<file path="src/rtl/prog_loader.sv">
// Purpose: loads a length-prefixed little-endian byte stream into instruction memory as 32-bit word writes.
// Latency: a word is written one cycle after its 4th byte is taken; done follows two cycles after the last byte.
// Backpressure: rx_ready drops during each write cycle and after done/err; rx_valid gaps simply hold state.
module prog_loader #(
  parameter int MEM_BYTES = 1024
) (
  input  logic        clk,
  input  logic        rst_n,
  input  logic        start,
  input  logic [7:0]  rx_data,
  input  logic        rx_valid,
  output logic        rx_ready,
  output logic        mem_we,
  output logic [31:0] mem_addr,
  output logic [31:0] mem_wdata,
  output logic        busy,
  output logic        done,
  output logic        err
);

  localparam logic [31:0] MEM_LIMIT = 32'(MEM_BYTES);

  typedef enum logic [2:0] {
    S_IDLE,
    S_LEN,
    S_DATA,
    S_WRITE,
    S_DONE,
    S_ERR
  } state_t;

  state_t      state;
  logic [31:0] len_acc;     // length field being assembled, LSB first
  logic [31:0] word_sr;     // payload bytes of the current word
  logic [31:0] ptr;         // byte address of the next word to write
  logic [31:0] remaining;   // payload bytes still to be written
  logic [1:0]  idx;         // byte position within the length field or word

  logic        take;
  logic [31:0] len_next;
  logic [31:0] word_next;
  logic [31:0] remaining_after;
  logic        len_bad;

  // Handshake and next-value views of the shift registers; each new byte enters at the top
  // so that after four bytes the first one sits in bits 7:0.
  assign take            = rx_valid && rx_ready;
  assign len_next        = {rx_data, len_acc[31:8]};
  assign word_next       = {rx_data, word_sr[31:8]};
  assign remaining_after = remaining - 32'd4;
  assign len_bad         = (len_next == 32'd0) ||
                           (len_next[1:0] != 2'b00) ||
                           (len_next > MEM_LIMIT);

  // Session FSM with all outputs registered alongside the state transitions.
  always_ff @(posedge clk) begin
    if (!rst_n) begin
      state     <= S_IDLE;
      len_acc   <= '0;
      word_sr   <= '0;
      ptr       <= '0;
      remaining <= '0;
      idx       <= '0;
      rx_ready  <= 1'b0;
      mem_we    <= 1'b0;
      mem_addr  <= '0;
      mem_wdata <= '0;
      busy      <= 1'b0;
      done      <= 1'b0;
      err       <= 1'b0;
    end else begin
      // The write strobe is a single-cycle pulse unless re-armed below.
      mem_we <= 1'b0;
      case (state)
        S_IDLE, S_DONE, S_ERR: begin
          if (start) begin
            state     <= S_LEN;
            rx_ready  <= 1'b1;
            busy      <= 1'b1;
            done      <= 1'b0;
            err       <= 1'b0;
            ptr       <= '0;
            remaining <= '0;
            idx       <= '0;
            len_acc   <= '0;
          end
        end

        S_LEN: begin
          if (take) begin
            len_acc <= len_next;
            idx     <= idx + 2'd1;
            if (idx == 2'd3) begin
              if (len_bad) begin
                // A bad length ends the session before any write is issued.
                state    <= S_ERR;
                err      <= 1'b1;
                rx_ready <= 1'b0;
                busy     <= 1'b0;
              end else begin
                state     <= S_DATA;
                remaining <= len_next;
              end
            end
          end
        end

        S_DATA: begin
          if (take) begin
            word_sr <= word_next;
            idx     <= idx + 2'd1;
            if (idx == 2'd3) begin
              // Present the completed word next cycle and pause the stream for that cycle.
              state     <= S_WRITE;
              rx_ready  <= 1'b0;
              mem_we    <= 1'b1;
              mem_addr  <= ptr;
              mem_wdata <= word_next;
            end
          end
        end

        S_WRITE: begin
          ptr       <= ptr + 32'd4;
          remaining <= remaining_after;
          if (remaining_after == 32'd0) begin
            state <= S_DONE;
            done  <= 1'b1;
            busy  <= 1'b0;
          end else begin
            state    <= S_DATA;
            rx_ready <= 1'b1;
          end
        end

        default: begin
          state    <= S_IDLE;
          rx_ready <= 1'b0;
          busy     <= 1'b0;
        end
      endcase
    end
  end

endmodule
</file>
<file path="config.mk">
export PLATFORM = sky130hd
export DESIGN_NAME = prog_loader
export DESIGN_NICKNAME = d
export VERILOG_FILES = /design/src/rtl/prog_loader.sv
export SDC_FILE = /design/constraint.sdc
export NUM_CORES = 1
export LEC_CHECK = 0
export ABC_AREA = 1
export CORE_MARGIN = 2
export CORE_UTILIZATION = 28
export DETAILED_ROUTE_END_ITERATION = 10
export DONT_BUFFER_PORTS = 1
export GPL_TIMING_DRIVEN = 0
export PLACE_DENSITY = 0.45
export SYNTH_ARGS = -nofsm -noshare
export SYNTH_HDL_FRONTEND = slang
export SYNTH_SLANG_ARGS = --single-unit
</file>
<file path="constraint.sdc">
create_clock -name clk -period 2 [get_ports clk]
set_input_delay 0.2 -clock clk [delete_from_list [all_inputs] [get_ports clk]]
set_output_delay 0.2 -clock clk [all_outputs]
set_load 0.1 [all_outputs]
</file>
* Word-level counts from Yosys, hierarchy flattened *
Index checks and enable logic that the tools add are counted.

storage, ports and cells
  register bits = 202
  output and inout bits = 69
  logic and storage cells = 96

cells by class
  multiplexer cells = 37
  equal/unequal tests = 16
  add/sub/neg operators = 3
  bitwise gates (word level) = 1
  reduce and logical (&&, ||, !) cells = 25
  $lt $le $gt $ge = 1

operators by type and width
  operator                                                         count
  two-way mux 32 bit                                               5
  one-hot mux 32 bit (2 select lines)                              2
  one-hot mux 32 bit (3 select lines)                              1
  zero test 32 bit                                                 2
  adder 32 x 3 -> 32 bit, second input constant                    1
  greater-than comparator 32 x 11 -> 1 bit, second input constant  1
  subtractor 32 x 3 -> 32 bit, second input constant               1
  two-way mux 3 bit                                                7
  != test 2 bit, second input constant                             9
  AND reduction 3 bit                                              5
  AND reduction 5 bit                                              3
  two-way mux 1 bit                                                14
  one-hot mux 3 bit (4 select lines)                               1
  one-hot mux 1 bit (4 select lines)                               2
  nonzero test 2 bit                                               4
  AND reduction 7 bit                                              1
  == test 3 x 2 -> 1 bit, second input constant                    2
  == test 3 bit, second input constant                             2
  AND reduction 6 bit                                              1
  two-way mux 2 bit                                                2
  one-hot mux 1 bit (2 select lines)                               2
  one-hot mux 2 bit (2 select lines)                               1
  AND reduction 2 bit                                              2
  == test 3 x 1 -> 1 bit, second input constant                    1
  10 further kinds                                                 11

* Logic depth before layout (Yosys ltp) *
  depth after elaboration = 7
  depth in mapped cells = 17

* Worst setup path before layout *
Ideal clock, no wire load.

  path kind = register to register
  start point = register rx_ready
  end point = register remaining[3]
  slack = -0.248 ns
  required time = 1.881 ns
  clock period less this slack = 2.248 ns
  cell stages (with the launch flop) = 11
  buffers on the path = 1
  arrival time = 2.129 ns
  setup time = 0.119 ns
  cell sequence = dfxtp_1 > nand2_1 > nand2_1 > nand2_1 > inv_2 > o21ai_1 > a21oi_1 > nand2_2 > buf_2 > o21ai_1 > a21oi_1

on the way
  cells in the longest elaborated chain, start to end = 3

ends and longest elaborated chain
  element                        line  source
  start: declaration             12    output logic rx_ready,
  start signal: assignment       64    rx_ready <= 1'b0;
  start signal: assignment       78    rx_ready <= 1'b1;
  start signal: assignment       98    rx_ready <= 1'b0;
  logical AND 1 bit              47    assign take = rx_valid && rx_ready;
  != test 2 bit (no line)        -
  AND reduction 5 bit (no line)  -
  end signal: assignment         102   remaining <= len_next;
  end signal: assignment         125   remaining <= remaining_after;
  end: declaration               36    logic [31:0] remaining;

Every way passes these cells.
A chain may end at the register's enable or synchronous reset.

* Worst setup path after layout *
  start point = register remaining[10]
  end point = register rx_ready

on the way
  cells in the longest elaborated chain, start to end = 4

ends and longest elaborated chain
  element                        line  source
  subtractor 32 x 3 -> 32 bit    50    assign remaining_after = remaining - 32'd4;
  zero test 32 bit               126   if (remaining_after == 32'd0) begin
  != test 2 bit (no line)        -
  AND reduction 7 bit (no line)  -
  end signal: assignment         64
  end signal: assignment         132   rx_ready <= 1'b1;
  end signal: assignment         138   rx_ready <= 1'b0;

Every way passes these cells.

==> reports/qor.json <==
{
  "outcome": {"value": "finished with violations"},
  "failed_checks": {"value": "negative setup slack"},
  "htree_levels": {"value": 4},
  "muxShareOfSynthArea": {"value": 0},
  "crit_path_start": {"value": "remaining[10]"},
  "finalWorstPathRequiredPeriod": {"value": 2.09, "unit": "ns"},
  "crit-reg2reg-capture": {"value": "rx_ready"},
  "max-vdd-ir-drop": {"value": 0.000631, "unit": "V"},
  "layout_commonest_cell": {"value": "sky130_fd_sc_hd__nand2_1"},
  "required": {"value": 2.30, "unit": "ns"},
  "worstHoldPathType": {"value": "in2reg"},
  "global_route.overflow_total": {"value": 0},
  "die_height": {"value": 174, "unit": "um"},
  "fin_worst_skew": {"value": 0.0128, "unit": "ns"},
  "drive_above_1_share": {"value": 0.187},
  "critical_path.slowest_cell": {"value": "sky130_fd_sc_hd__dfxtp_1"},
  "num_io_pins": {"value": 81},
  "combinational_family_with_the_most_area_after_synthesis": {"value": "simple AND/OR/NAND/NOR gates"},
  "layout.cells.most_common_list": {"value": "sky130_fd_sc_hd__nand2_1 (258), sky130_fd_sc_hd__dfxtp_1 (167), sky130_fd_sc_hd__a21oi_1 (118)"},
  "drt-initial-drc-count": {"value": 650},
  "placeableCoreArea": {"value": 28600, "unit": "um2"},
  "via_per_inst": {"value": 4.81},
  "area_delta_synth_final": {"value": 25.4, "unit": "%"},
  "start_util": {"value": 0.284},
  "yosys.area_share.adder": {"value": 0.00616},
  "met2_length": {"value": 11800, "unit": "um"},
  "critical_path.endpoint": {"value": "rx_ready"},
  "start_kind": {"value": "flip-flop"},
  "rsz_0062_raised_after_global_routing": {"value": "yes"},
  "clock_tree_from_tritoncts": {"value": "done"},
  "tritoncts_num_sinks": {"value": 182},
  "routedLengthMet1": {"value": 12800, "unit": "um"},
  "num_antenna_cells": {"value": 0},
  "wl_per_cell": {"value": 16.2, "unit": "um"},
  "setup-violations-final": {"value": 4},
  "timing.reg2reg.worst_path_depth": {"value": 14},
  "antenna_violations_before_repair": {"value": 0},
  "synth_largest_type_area_fraction": {"value": 0.449},
  "endpoint_kind": {"value": "flip-flop"},
  "synth_seq_area_share": {"value": 0.449},
  "fmax": {"value": 478, "unit": "MHz"},
  "netlist_top_cells_area": {"value": "sky130_fd_sc_hd__dfxtp_1 (45%), sky130_fd_sc_hd__nand2_1 (13%), sky130_fd_sc_hd__a21oi_1 (7.5%)"},
  "die_w": {"value": 174, "unit": "um"},
  "regArea": {"value": 3670, "unit": "um2"},
  "synth_simple_gate_area_frac": {"value": 0.294},
  "grt_usage": {"value": 0.174},
  "grt_max_degree": {"value": 22},
  "power_density": {"value": 1040, "unit": "nW/um2"},
  "gp_routability_congestion": {"value": 0.808},
  "multi_input_area": {"value": 4300, "unit": "um2"},
  "number_of_standard_cells_after_synthesis": {"value": 1163},
  "cts.clk_slew.worst_paths": {"value": 0.09, "unit": "ns"},
  "dr_total_vias": {"value": 7809},
  "cts-root-buf": {"value": "sky130_fd_sc_hd__clkbuf_16"},
  "grt_first_pass_wirelength": {"value": 41700, "unit": "um"},
  "worst_r2r_setup_slack": {"value": -0.09, "unit": "ns"},
  "number_of_cells_in_the_design_after_placement": {"value": 1548},
  "i_o_buffers": {"value": 0},
  "timing.setup.critical_path_class": {"value": "reg2reg"},
  "top_layer_used": {"value": "met4"},
  "critical_path.reg2reg.startpoint": {"value": "remaining[10]"},
  "fin_tns_setup": {"value": -0.301, "unit": "ns"},
  "worst-endpoint-arrival": {"value": 2.39, "unit": "ns"},
  "num-fill-cells": {"value": 3080},
  "avgSynthCellArea": {"value": 6.98, "unit": "um2"},
  "crit_fanout": {"value": 6},
  "final_min_period_over_clock_period": {"value": 1.05},
  "p_leak": {"value": 4.02, "unit": "nW"},
  "synth_xor_area_frac": {"value": 0.00539},
  "final_hold_viol_count": {"value": 0},
  "post_synth_num_cell_types": {"value": 39},
  "cts.path.max_buffers": {"value": 2},
  "ys_seq_elements": {"value": 182},
  "routed_wl": {"value": 26300, "unit": "um"},
  "finalWorstSetupSlack": {"value": -0.0900, "unit": "ns"},
  "cp_slowest_stage_delay": {"value": 0.38, "unit": "ns"},
  "drcViolationCount": {"value": 0},
  "critical_path.cell_chain": {"value": "nor2_1 -> nand2_1 -> nor2_4 -> nand3_2 -> nand2_2 -> nand2_2 -> nor2_1 -> nand3b_1 -> nor2_4 -> nand2_2 -> nand2_4 -> nand2_1 -> nand2_1 -> a21oi_1"},
  "tightest_slew": {"value": 1.08, "unit": "ns"},
  "std_cell_rows": {"value": 62},
  "final_antenna_net_count": {"value": 0},
  "clock_insertion_delay_worst_skew": {"value": 0.44, "unit": "ns"},
  "hold_path_cells": {"value": 2},
  "hpwl": {"value": 18800, "unit": "um"},
  "fin_hold_ws": {"value": 0.00712, "unit": "ns"},
  "synth-warning-count": {"value": 0},
  "synth-compound-area-share": {"value": 0.169},
  "final_cells": {"value": 1622},
  "worst_slew_margin_rel": {"value": 0.276},
  "finalNetCount": {"value": 1241},
  "route.met3.wl": {"value": 1190, "unit": "um"},
  "first_global_vias": {"value": 7462},
  "drv.max_cap_violation_count": {"value": 0},
  "netlist_area": {"value": 8120, "unit": "um2"},
  "total_power": {"value": 10.6, "unit": "mW"},
  "slew_viol_final": {"value": 0},
  "final_util": {"value": 0.356},
  "router_iterations_before_antenna_repair": {"value": 5},
  "die_area": {"value": 30400, "unit": "um2"},
  "cts_made_buffers": {"value": 17},
  "synth.largest_area_cell": {"value": "sky130_fd_sc_hd__dfxtp_1"}
}
-- Yosys cell counts --
| library cell | instances |
|---|---|
| sky130_fd_sc_hd__nand2_1 | 275 |
| sky130_fd_sc_hd__dfxtp_1 | 182 |
| sky130_fd_sc_hd__nor2_1 | 137 |
| sky130_fd_sc_hd__a21oi_1 | 122 |
| sky130_fd_sc_hd__o21ai_0 | 99 |
| sky130_fd_sc_hd__inv_1 | 93 |
| sky130_fd_sc_hd__nand3_1 | 68 |
| sky130_fd_sc_hd__clkbuf_1 | 36 |
| sky130_fd_sc_hd__nor2_2 | 18 |
| sky130_fd_sc_hd__nor3_1 | 17 |
| sky130_fd_sc_hd__nand4_1 | 14 |
| sky130_fd_sc_hd__buf_2 | 12 |
| sky130_fd_sc_hd__a211oi_1 | 11 |
| sky130_fd_sc_hd__inv_2 | 11 |
| sky130_fd_sc_hd__a221oi_1 | 6 |
| sky130_fd_sc_hd__nand2_2 | 6 |
| sky130_fd_sc_hd__nand3b_1 | 6 |
| sky130_fd_sc_hd__nor2_4 | 5 |
| sky130_fd_sc_hd__a22oi_1 | 4 |
| sky130_fd_sc_hd__buf_1 | 4 |
| sky130_fd_sc_hd__ha_1 | 4 |
| sky130_fd_sc_hd__o22ai_1 | 4 |
| sky130_fd_sc_hd__buf_4 | 3 |
| sky130_fd_sc_hd__nor4_1 | 3 |
| sky130_fd_sc_hd__xnor2_1 | 3 |
| sky130_fd_sc_hd__a31oi_1 | 2 |
| sky130_fd_sc_hd__nand3_2 | 2 |
| sky130_fd_sc_hd__nor3_2 | 2 |
| sky130_fd_sc_hd__o21ai_1 | 2 |
| sky130_fd_sc_hd__or2_2 | 2 |
| sky130_fd_sc_hd__xor2_1 | 2 |
| sky130_fd_sc_hd__a311oi_1 | 1 |
| sky130_fd_sc_hd__and2_1 | 1 |
| sky130_fd_sc_hd__conb_1 | 1 |
| sky130_fd_sc_hd__o211a_1 | 1 |
| sky130_fd_sc_hd__o21a_1 | 1 |
| sky130_fd_sc_hd__o21bai_1 | 1 |
| sky130_fd_sc_hd__o221ai_1 | 1 |
| sky130_fd_sc_hd__o41ai_1 | 1 |
-- logic make-up (layout without fill, tap and decap cells) --
logic type	count (synthesis)	in the layout
compound gates	256	256
xor+xnor	5	5
fa+ha+maj	4	4
buf+inv	159	233
flops	182	182
other cells	1	2
simple gates	556	556
-- routing by layer --
metal / vias up / GRT usage
li1: 3945 / -
met1: 3690 / 0.241
met2: 147 / 0.274
met3: 27 / 0.0326
met4: 0 / 0.0550
met5: - / 0
-- where the power goes --
part	leakage, nW	switching, mW	total, mW	internal [mW]
Sequential	1.48	0.259	3.97	3.71
Combinational	2.23	1.92	3.01	1.09
Clock	0.313	1.80	3.66	1.86
Total	4.02	3.99	10.6	6.66
-- registers in the layout, indices dropped and copies added (netlist names) --
signal,flops
busy,1
done,1
err,1
idx,2
len_acc,24
mem_addr,30
mem_wdata,32
mem_we,1
ptr,30
remaining,32
rx_ready,1
state,3
word_sr,24
-- final cells by class --
class,instances,share of cell area
timing repair buffer,45,0.0388
buffer,52,0.0279
sequential,182,0.361
multi-input combinational,823,0.422
tap,384,0.0472
clock inverter,15,0.0224
clock buffer,17,0.0418
inverter,104,0.0388
-- per-stage QoR --
| stage | worst slack [ns] | area, um2 |
|---|---|---|
| floorplan | 0.123 | 8130 |
| global placement | -0.565 | 8610 |
| detailed placement | -0.531 | 8610 |
| CTS | -0.0750 | 9720 |
| global route | -0.216 | 10200 |
| finish | -0.0900 | 10200 |
-- worst max-delay path: cells and delay by family, from the launching register on --
family          cells  cell delay, ns
compound gates      1            0.06
flops               1            0.38
simple gates       13            1.52
-- worst min path at each step --
stage                    start            end  slack, ns
floorplan           rx_data[1]  mem_wdata[25]       0.30
global placement    rx_data[6]  mem_wdata[30]       0.31
detailed placement  rx_data[1]  mem_wdata[25]       0.31
CTS                 rx_data[3]    word_sr[27]      0.003
global route        rx_data[3]    word_sr[27]       0.06
finish              rx_data[3]    word_sr[27]      0.007
-- timing repair --
action	CTS	global route
hold endpoints to repair	22	0
pin swaps	19	26
gates resized for setup	73	107
setup buffers	19	18
cloned	0	0
hold buffers	8	0
endpoints found under the setup margin	170	156
Power figures use the tool's default switching activity.
